[src/rtl/uart_pkg.sv]
// uart_pkg: shared UART constants and receiver state encoding
package uart_pkg;
  localparam int DATA_BITS = 8;
  localparam int BIT_W = $clog2(DATA_BITS);
  localparam int BAUD_W = 16;
  localparam int DEF_CLKS_PER_BIT = 434;
  typedef enum logic [2:0] {IDLE, START, DATA, PARITY, STOP, WAIT_HIGH} rx_state_e;
endpackage

[src/rtl/uart_rx_sync.sv]
// uart_rx_sync: SYNC_STAGES-deep synchroniser for the async serial line, resets to idle-high
//   clk, reset : system clock, sync active-high reset
//   i_async    : asynchronous input
//   o_sync     : synchronised output
module uart_rx_sync #(
  parameter int SYNC_STAGES = 2
) (
  input  logic clk,
  input  logic reset,
  input  logic i_async,
  output logic o_sync
);
  logic [SYNC_STAGES-1:0] r_sync;
  always_ff @(posedge clk)
    r_sync <= reset ? '1 : {r_sync[SYNC_STAGES-2:0], i_async};
  assign o_sync = r_sync[SYNC_STAGES-1];
endmodule

[src/rtl/uart_rx.sv]
// uart_rx: 8N1 UART receiver with mid-bit sampling (even parity when UART_RX_PARITY_EN is defined)
//   clk, reset      : system clock, sync active-high reset
//   UART_rx_data_in : async serial line, idles high
//   rx_out          : last good byte, held until the next one
//   rx_valid        : 1-cycle strobe, rx_out updated
//   rx_busy         : receiver not idle
//   frame_err       : 1-cycle strobe, stop bit sampled low
//   parity_err      : 1-cycle strobe, parity mismatch (0 unless UART_RX_PARITY_EN)
module uart_rx
  import uart_pkg::*;
#(
  parameter int CLKS_PER_BIT = DEF_CLKS_PER_BIT,
  parameter int SYNC_STAGES = 2
) (
  input  logic                 clk,
  input  logic                 reset,
  input  logic                 UART_rx_data_in,
  output logic [DATA_BITS-1:0] rx_out,
  output logic                 rx_valid,
  output logic                 rx_busy,
  output logic                 frame_err,
  output logic                 parity_err
);
  localparam logic [BAUD_W-1:0] FULL = BAUD_W'(CLKS_PER_BIT - 1);
  localparam logic [BAUD_W-1:0] HALF = BAUD_W'(CLKS_PER_BIT / 2 - 1);
  rx_state_e r_state, w_next;
  logic [BAUD_W-1:0] r_baud, w_baud;
  logic [BIT_W-1:0] r_bit, w_bit;
  logic [DATA_BITS-1:0] r_shift, w_shift, r_out, w_out;
  logic r_valid, w_valid, r_ferr, w_ferr;
  logic w_line, w_full, w_half;
`ifdef UART_RX_PARITY_EN
  logic r_par, w_par, r_perr, w_perr;
`endif
  uart_rx_sync #(.SYNC_STAGES(SYNC_STAGES)) u_sync (
    .clk(clk), .reset(reset), .i_async(UART_rx_data_in), .o_sync(w_line)
  );
  assign w_full = r_baud == FULL;
  assign w_half = r_baud == HALF;
  always_comb begin
    w_next = r_state;
    w_bit = r_bit;
    w_shift = r_shift;
    w_out = r_out;
    w_valid = 1'b0;
    w_ferr = 1'b0;
`ifdef UART_RX_PARITY_EN
    w_par = r_par;
    w_perr = 1'b0;
`endif
    case (r_state)
      IDLE: w_next = w_line ? IDLE : START;
      START: if (w_half) begin
        w_next = w_line ? IDLE : DATA;
        w_bit = '0;
      end
      DATA: if (w_full) begin
        w_shift = {w_line, r_shift[DATA_BITS-1:1]};
        w_bit = r_bit + BIT_W'(1);
`ifdef UART_RX_PARITY_EN
        if (r_bit == BIT_W'(DATA_BITS - 1)) w_next = PARITY;
`else
        if (r_bit == BIT_W'(DATA_BITS - 1)) w_next = STOP;
`endif
      end
`ifdef UART_RX_PARITY_EN
      PARITY: if (w_full) begin
        w_par = w_line;
        w_next = STOP;
      end
`endif
      STOP: if (w_full) begin
        w_next = w_line ? IDLE : WAIT_HIGH;
        w_ferr = !w_line;
`ifdef UART_RX_PARITY_EN
        // even parity: data plus parity bit must hold an even number of ones
        w_perr = w_line && ^{r_shift, r_par};
        w_valid = w_line && !w_perr;
`else
        w_valid = w_line;
`endif
        w_out = w_valid ? r_shift : r_out;
      end
      WAIT_HIGH: w_next = w_line ? IDLE : WAIT_HIGH;
      default: w_next = IDLE;
    endcase
    // data bits re-arm the counter each period; any state change restarts it
    w_baud = (w_next != r_state || w_full) ? '0 : r_baud + BAUD_W'(1);
  end
  always_ff @(posedge clk) begin
    if (reset) begin
      r_state <= IDLE;
      r_baud <= '0;
      r_bit <= '0;
      r_shift <= '0;
      r_out <= '0;
      r_valid <= 1'b0;
      r_ferr <= 1'b0;
`ifdef UART_RX_PARITY_EN
      r_par <= 1'b0;
      r_perr <= 1'b0;
`endif
    end else begin
      r_state <= w_next;
      r_baud <= w_baud;
      r_bit <= w_bit;
      r_shift <= w_shift;
      r_out <= w_out;
      r_valid <= w_valid;
      r_ferr <= w_ferr;
`ifdef UART_RX_PARITY_EN
      r_par <= w_par;
      r_perr <= w_perr;
`endif
    end
  end
  assign rx_out = r_out;
  assign rx_valid = r_valid;
  assign frame_err = r_ferr;
  assign rx_busy = r_state != IDLE;
`ifdef UART_RX_PARITY_EN
  assign parity_err = r_perr;
`else
  assign parity_err = 1'b0;
`endif
endmodule
[config.mk]
export PLATFORM = sky130hd
export DESIGN_NAME = uart_rx
export DESIGN_NICKNAME = d
export VERILOG_FILES = /design/src/rtl/uart_pkg.sv /design/src/rtl/uart_rx_sync.sv /design/src/rtl/uart_rx.sv
export SDC_FILE = /design/constraint.sdc
export NUM_CORES = 1
export LEC_CHECK = 0
export ABC_CLOCK_PERIOD_IN_PS = 2300
export CAP_MARGIN = 10
export CORE_UTILIZATION = 51
export DETAILED_ROUTE_END_ITERATION = 8
export PLACE_DENSITY = 0.81
export SYNTH_ARGS = -nofsm -noshare
export SYNTH_HDL_FRONTEND = slang
export SYNTH_SLANG_ARGS = --single-unit
[constraint.sdc]
create_clock -name clk -period 2.3 [get_ports clk]
set_clock_uncertainty 0.05 [all_clocks]
set_input_delay 0.23 -clock clk [delete_from_list [all_inputs] [get_ports clk]]
set_output_delay 0.23 -clock clk [all_outputs]
set_load 0.1 [all_outputs]
==> flow_summary.ini, run 1 <==
[pwr]
cellPowerDensity_nw_per_um2 = 554
vdd_drop_max_mv = 0.461
leakage_nw = 0.882

[run_status]
outcome = finished, final reports clean

[yosys]
synthCells = 205
seq_area_frac_synth = 0.455
ys_top_cells_by_count = dfxtp_1, nor2_1, nand2_1
yosys_warnings = 0
yosysMostFrequentCell = dfxtp_1
synthArstFlopShare = 0
netlist.area_leader.share = 0.455
synth_edf_count = 0
synth_top_cell_by_area = dfxtp_1
synthFlopType = dfxtp_1
ys_top_cells_by_area = dfxtp_1, nor2_1, nand2_1, mux2i_1, ha_1
syn_nets = 213
syn_avg_cell_area_um2 = 9.01
ys_types = 41
ys_ff_latch = 42
synth_area_um2 = 1850

[routing]
drt-wirelength-per-cell_um = 12.7
drt_iter0_drc = 110
ant_nets = 0
dr_total_vias = 1490
wl_met2_um = 1610
drtPass1Iterations = 4
wl_met3_um = 133
drt-met1-wl_um = 1710
drc = 0
totalWireLength_um = 3510
via_per_inst = 5.38
top_layer = met4

[final_layout]
layout-drive-gt1-share = 0.221
antenna_cells = 0
syn_to_final_growth_pct = 18.0
final_core_util = 0.643
seqCellArea_um2 = 843
multiInputGateArea_um2 = 963
nFillCells = 272
nets = 238

[clocking]
cts_sinks = 42
clockRootBuffer = clkbuf_4
cts_max_level = 2
cts_tree = yes
clk_latency_ps = 350
cts_max_path_buffers = 2
clk_pin_slew_ps = 120
cts_made_buffers = 5

[placement]
hpwl_um = 2570
io_buffers = 13
gp_routability_congestion = 0.840

[global_routing]
grtUsageTotal = 0.202
antenna_found_initial = 0
grt_overflow = 0
grt_first_pass_wirelength_um = 6220
grt_max_degree = 19
first_global_vias = 1441

[timing]
period_needed_ps = 2220
period_share = 0.964
rsz0062_at_grt = true
whs_ps = 382
fmax_mhz = 451
setup_violations = 0
setup_tns_ps = 0
slew_violations = 0
finalHoldViolCount = 0

[floorplan]
dieHeight_um = 62.2
die_w_um = 62.2
rows = 21
io_pins = 15
core_area_um2 = 3390
die_area_um2 = 3870
start_util = 0.545

[critical_path]
crit_fanout = 4
critPathRequiredTime_ps = 2510
crit_type = reg -> reg
cp_slowest_cell = or4_4
cp_top_family = simple AND/OR/NAND/NOR gates
path_buf_inv = 0
cp-end-kind = register
path_cells = or4_4 -> nor4_4 -> or4b_4 -> and4_4 -> a31o_1
cp-start-kind = register
reg2reg_slack_ps = 80
critical_path_arrival_ps = 2430
critical_path.max_stage_delay_ps = 590

[hold_path]
hold_class = reg -> reg

[flow_run]
maxCapViolations = 0
[layout make-up]
| cell class | count | area share |
|---|---|---|
| Timing Repair Buffer | 28 | 0.105 |
| Clock buffer | 6 | 0.0235 |
| Sequential cell | 42 | 0.387 |
| Inverter | 6 | 0.0103 |
| Multi-Input combinational cell | 147 | 0.442 |
| Tap cell | 46 | 0.0264 |
| Clock inverter | 2 | 0.00574 |
[placed cells by master (no fill, tap or decap), types with 2 or more instances in the layout]
| cell type | n |
|---|---|
| xnor2_1 | 7 |
| ha_1 | 4 |
| and4_1 | 3 |
| nand4_1 | 4 |
| or4_4 | 2 |
| xor2_1 | 7 |
| a211oi_1 | 3 |
| nand3_1 | 8 |
| nor4_1 | 3 |
| dfxtp_2 | 2 |
| a21oi_1 | 8 |
| clkdlybuf4s50_1 | 2 |
| or2_2 | 3 |
| nand2_1 | 24 |
| o21ai_0 | 3 |
| clkbuf_4 | 5 |
| dfxtp_1 | 40 |
| nand4b_1 | 3 |
| buf_4 | 25 |
| inv_1 | 4 |
| nor2b_1 | 3 |
| inv_2 | 2 |
| nor2_1 | 33 |
| mux2i_1 | 8 |
| nor4_4 | 2 |
| and3_1 | 2 |
[metal layers]
metal  vias to the layer above  track usage
met5                         -            0
met4                         0        0.113
met3                         6       0.0533
met2                        28        0.320
met1                       701        0.249
li1                        755            -
[cell families after synthesis]
kind of cell / after synthesis / synth area share
AND/OR/NAND/NOR: 97 / 0.283
flip-flops: 42 / 0.455
AO/OA/AOI/OAI: 22 / 0.0793
buffers and inverters: 16 / 0.0373
XOR/XNOR: 14 / 0.0664
multiplexers: 8 / 0.0434
adder cells (fa/ha/maj): 5 / 0.0339
other: 1 / 0.00203
[registers in the layout, summed over array words and instances, names as in the netlist]
name and count:
r_baud 16, r_shift 8, rx_out 8, r_bit 3
r_state 3, u_sync.r_sync 2, frame_err 1, rx_valid 1
[final timing paths]
path	from	to	cells after the start
setup / recovery	r_baud[10]$_SDFF_PP0_	r_bit[2]$_SDFFE_PP0P_	5
hold / removal	u_sync.r_sync[0]$_SDFF_PP1_	u_sync.r_sync[1]$_SDFF_PP1_	1
setup reg to reg	r_baud[10]$_SDFF_PP0_	r_bit[2]$_SDFFE_PP0P_	5
hold reg to reg	u_sync.r_sync[0]$_SDFF_PP1_	u_sync.r_sync[1]$_SDFF_PP1_	1
[power breakdown]
part           internal, mW  total (mW)  switching [mW]  leakage [nW]
registers             0.735       0.742         0.00654         0.340
logic                0.0307      0.0793          0.0486         0.508
clock network         0.147       0.385           0.238        0.0343
total                 0.913        1.21           0.293         0.882
[stage by stage]
| step | cells | setup slack (ps) | area (µm²) | total power, mW |
|---|---|---|---|---|
| after floorplan | 205 | 56.9 | 1850 | 0.807 |
| final | 277 | 82.0 | 2180 | 1.21 |
| after global routing | 277 | -55.6 | 2180 | 1.25 |
| after detailed placement | 268 | -58.5 | 2080 | 0.832 |
| after CTS | 277 | 5.53 | 2170 | 1.21 |
| after global placement | 268 | 23.4 | 2080 | 0.830 |
[timing repair]
item | CTS | global route
hold endpoints to repair | 0 | 0
pin swaps | 3 | 1
buffers inserted | 1 | 0
endpoints found under the setup margin | 1 | 6
resized for setup | 5 | 4
hold buffers | 0 | 0
Note: power is estimated with default switching activity, not from simulation.
==> inputs of run 2 (changes only) <==
--- a/config.mk
+++ b/config.mk
@@ -10,6 +10,7 @@
 export CORE_UTILIZATION = 51
 export DETAILED_ROUTE_END_ITERATION = 8
 export PLACE_DENSITY = 0.81
+export SLEW_MARGIN = 20
 export SYNTH_ARGS = -nofsm -noshare
 export SYNTH_HDL_FRONTEND = slang
 export SYNTH_SLANG_ARGS = --single-unit
==> results of run 2 <==
Same layout as run 1: the final DEF is identical, and so are final timing and power.
==> inputs of run 3 (changes only) <==
--- a/config.mk
+++ b/config.mk
@@ -5,11 +5,11 @@
 export SDC_FILE = /design/constraint.sdc
 export NUM_CORES = 1
 export LEC_CHECK = 0
-export ABC_CLOCK_PERIOD_IN_PS = 2300
+export ABC_CLOCK_PERIOD_IN_PS = 2800
 export CAP_MARGIN = 10
-export CORE_UTILIZATION = 51
+export CORE_UTILIZATION = 55
 export DETAILED_ROUTE_END_ITERATION = 8
-export PLACE_DENSITY = 0.81
+export PLACE_DENSITY = 0.82
 export SLEW_MARGIN = 20
 export SYNTH_ARGS = -nofsm -noshare
 export SYNTH_HDL_FRONTEND = slang
==> constraint.sdc (replaced) <==
create_clock -name clk -period 2.8 [get_ports clk]
set_clock_uncertainty 0.05 [all_clocks]
set_input_delay 0.28 -clock clk [delete_from_list [all_inputs] [get_ports clk]]
set_output_delay 0.28 -clock clk [all_outputs]
set_load 0.1 [all_outputs]
==> run 3 against run 2 <==
Net effect:
- global-route usage is 1.9 points higher
- sequential share of layout area is 2.6 points higher
- maximum frequency is 8.6% lower
- core utilization is 0.77 points higher
- non-clock buffer count is 13 lower
- total power is 19% lower
- clock power is 18% lower
- sequential cell count stayed put
- final area is 6.6% lower
- register-to-register slack better by 290 ps
==> flow_summary.ini, run 3 (synthesis gave the netlist of run 1 again) <==
[run_status]
outcome = finished, final reports clean

[placement]
place_area_um2 = 1970
io_buffers = 13
hpwl_um = 2430
gp_routability_congestion = 0.838
dp.cells = 254
pre_cts_slack_ps = 404

[timing]
setup_violations = 0
rsz0062_at_grt = false
fmax_mhz = 412
period_share = 0.867
tightest_slew_ps = 558
slew_violations = 0
layout_setup_ws_ps = 373
period_needed_ps = 2430
setup_tns_ps = 0
whs_ps = 377
finalHoldViolCount = 0
slew_headroom = 0.625

[pwr]
vdd_drop_max_mv = 0.321
leakage_nw = 0.799
cellPowerDensity_nw_per_um2 = 481
total_power_mw = 0.979

[routing]
drc = 0
dr_total_vias = 1462
drt_iter0_drc = 52
totalWireLength_um = 3440
via_per_inst = 5.58
ant_nets = 0
drtPass1Iterations = 5
drt-wirelength-per-cell_um = 13.1

[global_routing]
grt_first_pass_wirelength_um = 5840
grt_overflow = 0
first_global_vias = 1376
grtUsageTotal = 0.222
grt_max_degree = 24
antenna_found_initial = 0

[hold_path]
hold_depth = 1
hold_class = reg -> reg
min_from = u_sync.r_sync[0]$_SDFF_PP1_

[final_layout]
final_common_cell = dfxtp_1
final_core_util = 0.650
nFillCells = 262
largest_reg_flops = 16
syn_to_final_growth_pct = 10.2
fin_area_um2 = 2030
nets = 225
instances_no_fill = 262
largest-register = r_baud
antenna_cells = 0
layout-drive-gt1-share = 0.147
layout_common_cells = dfxtp_1, nor2_1, nand2_1

[critical_path]
cp-end-kind = register
cp-start-kind = register
critPathRequiredTime_ps = 3030
startpoint = r_baud[0]$_SDFF_PP0_
crit_type = reg -> reg
r2r_start = r_baud[0]$_SDFF_PP0_
crit_fanout = 5
rr_worst_depth = 7
critical_path_arrival_ps = 2660

[clocking]
post_cts_buffers = 0
cts_made_buffers = 5
cts_max_level = 2
cts_max_path_buffers = 2
cts_hold_buf = 0
clk_pin_slew_ps = 140
post_cts_resized = 0
cts_tree = yes
cts_sinks = 42
clk_latency_ps = 370
clockRootBuffer = clkbuf_4

[floorplan]
rows = 20
start_util = 0.590
die_area_um2 = 3590
die_w_um = 59.9
dieHeight_um = 59.9
core_area_um2 = 3130
io_pins = 15

[flow_run]
maxCapViolations = 0
==> run 3: changes by cell type in the layout (fill, tap and decap cells not counted), moves of 2 or more <==
cell | previous run | this run
inv_2 | 2 | 0
dfxtp_2 | 2 | 0
inv_1 | 4 | 6
dfxtp_1 | 40 | 42
buf_4 | 25 | 13
==> run 3: power by group <==
part / switching [mW] / internal, mW / total (mW)
Clock: 0.214 / 0.100 / 0.315
Sequential: 0.00693 / 0.603 / 0.610
Combinational: 0.0366 / 0.0174 / 0.0540
Total: 0.258 / 0.721 / 0.979
==> run 3: final timing paths <==
check	to	slack [ps]
worst max-delay path	r_bit[2]$_SDFFE_PP0P_	370
worst min-delay path	u_sync.r_sync[1]$_SDFF_PP1_	380
worst max register to register	r_bit[2]$_SDFFE_PP0P_	370
worst min register to register	u_sync.r_sync[1]$_SDFF_PP1_	380
==> run 3: layout make-up <==
cell class                 count  area [µm²]  share of cell area
multi-input combinational    147         937               0.461
sequential                    42         841               0.413
timing repair buffer          15         118              0.0578
tap                           44        55.1              0.0271
clock buffer                   5        37.5              0.0185
clock inverter                 3        23.8              0.0117
inverter                       6        22.5              0.0111
==> run 3: metal layers <==
layer,global-route usage,part of all wire,vias to the layer above
met1,0.236,0.45,702
met2,0.411,0.51,21
met5,0,0,-
li1,-,-,730
met4,0.106,0.019,0
met3,0.0455,0.026,9
==> run 3: worst max-delay path: stages (launching register included) <==
cell	delay [ps]
dfxtp_1	370
inv_1	90
ha_1	150
or4bb_1	530
nor4_2	280
or4b_4	510
and4_4	190
a31o_1	180
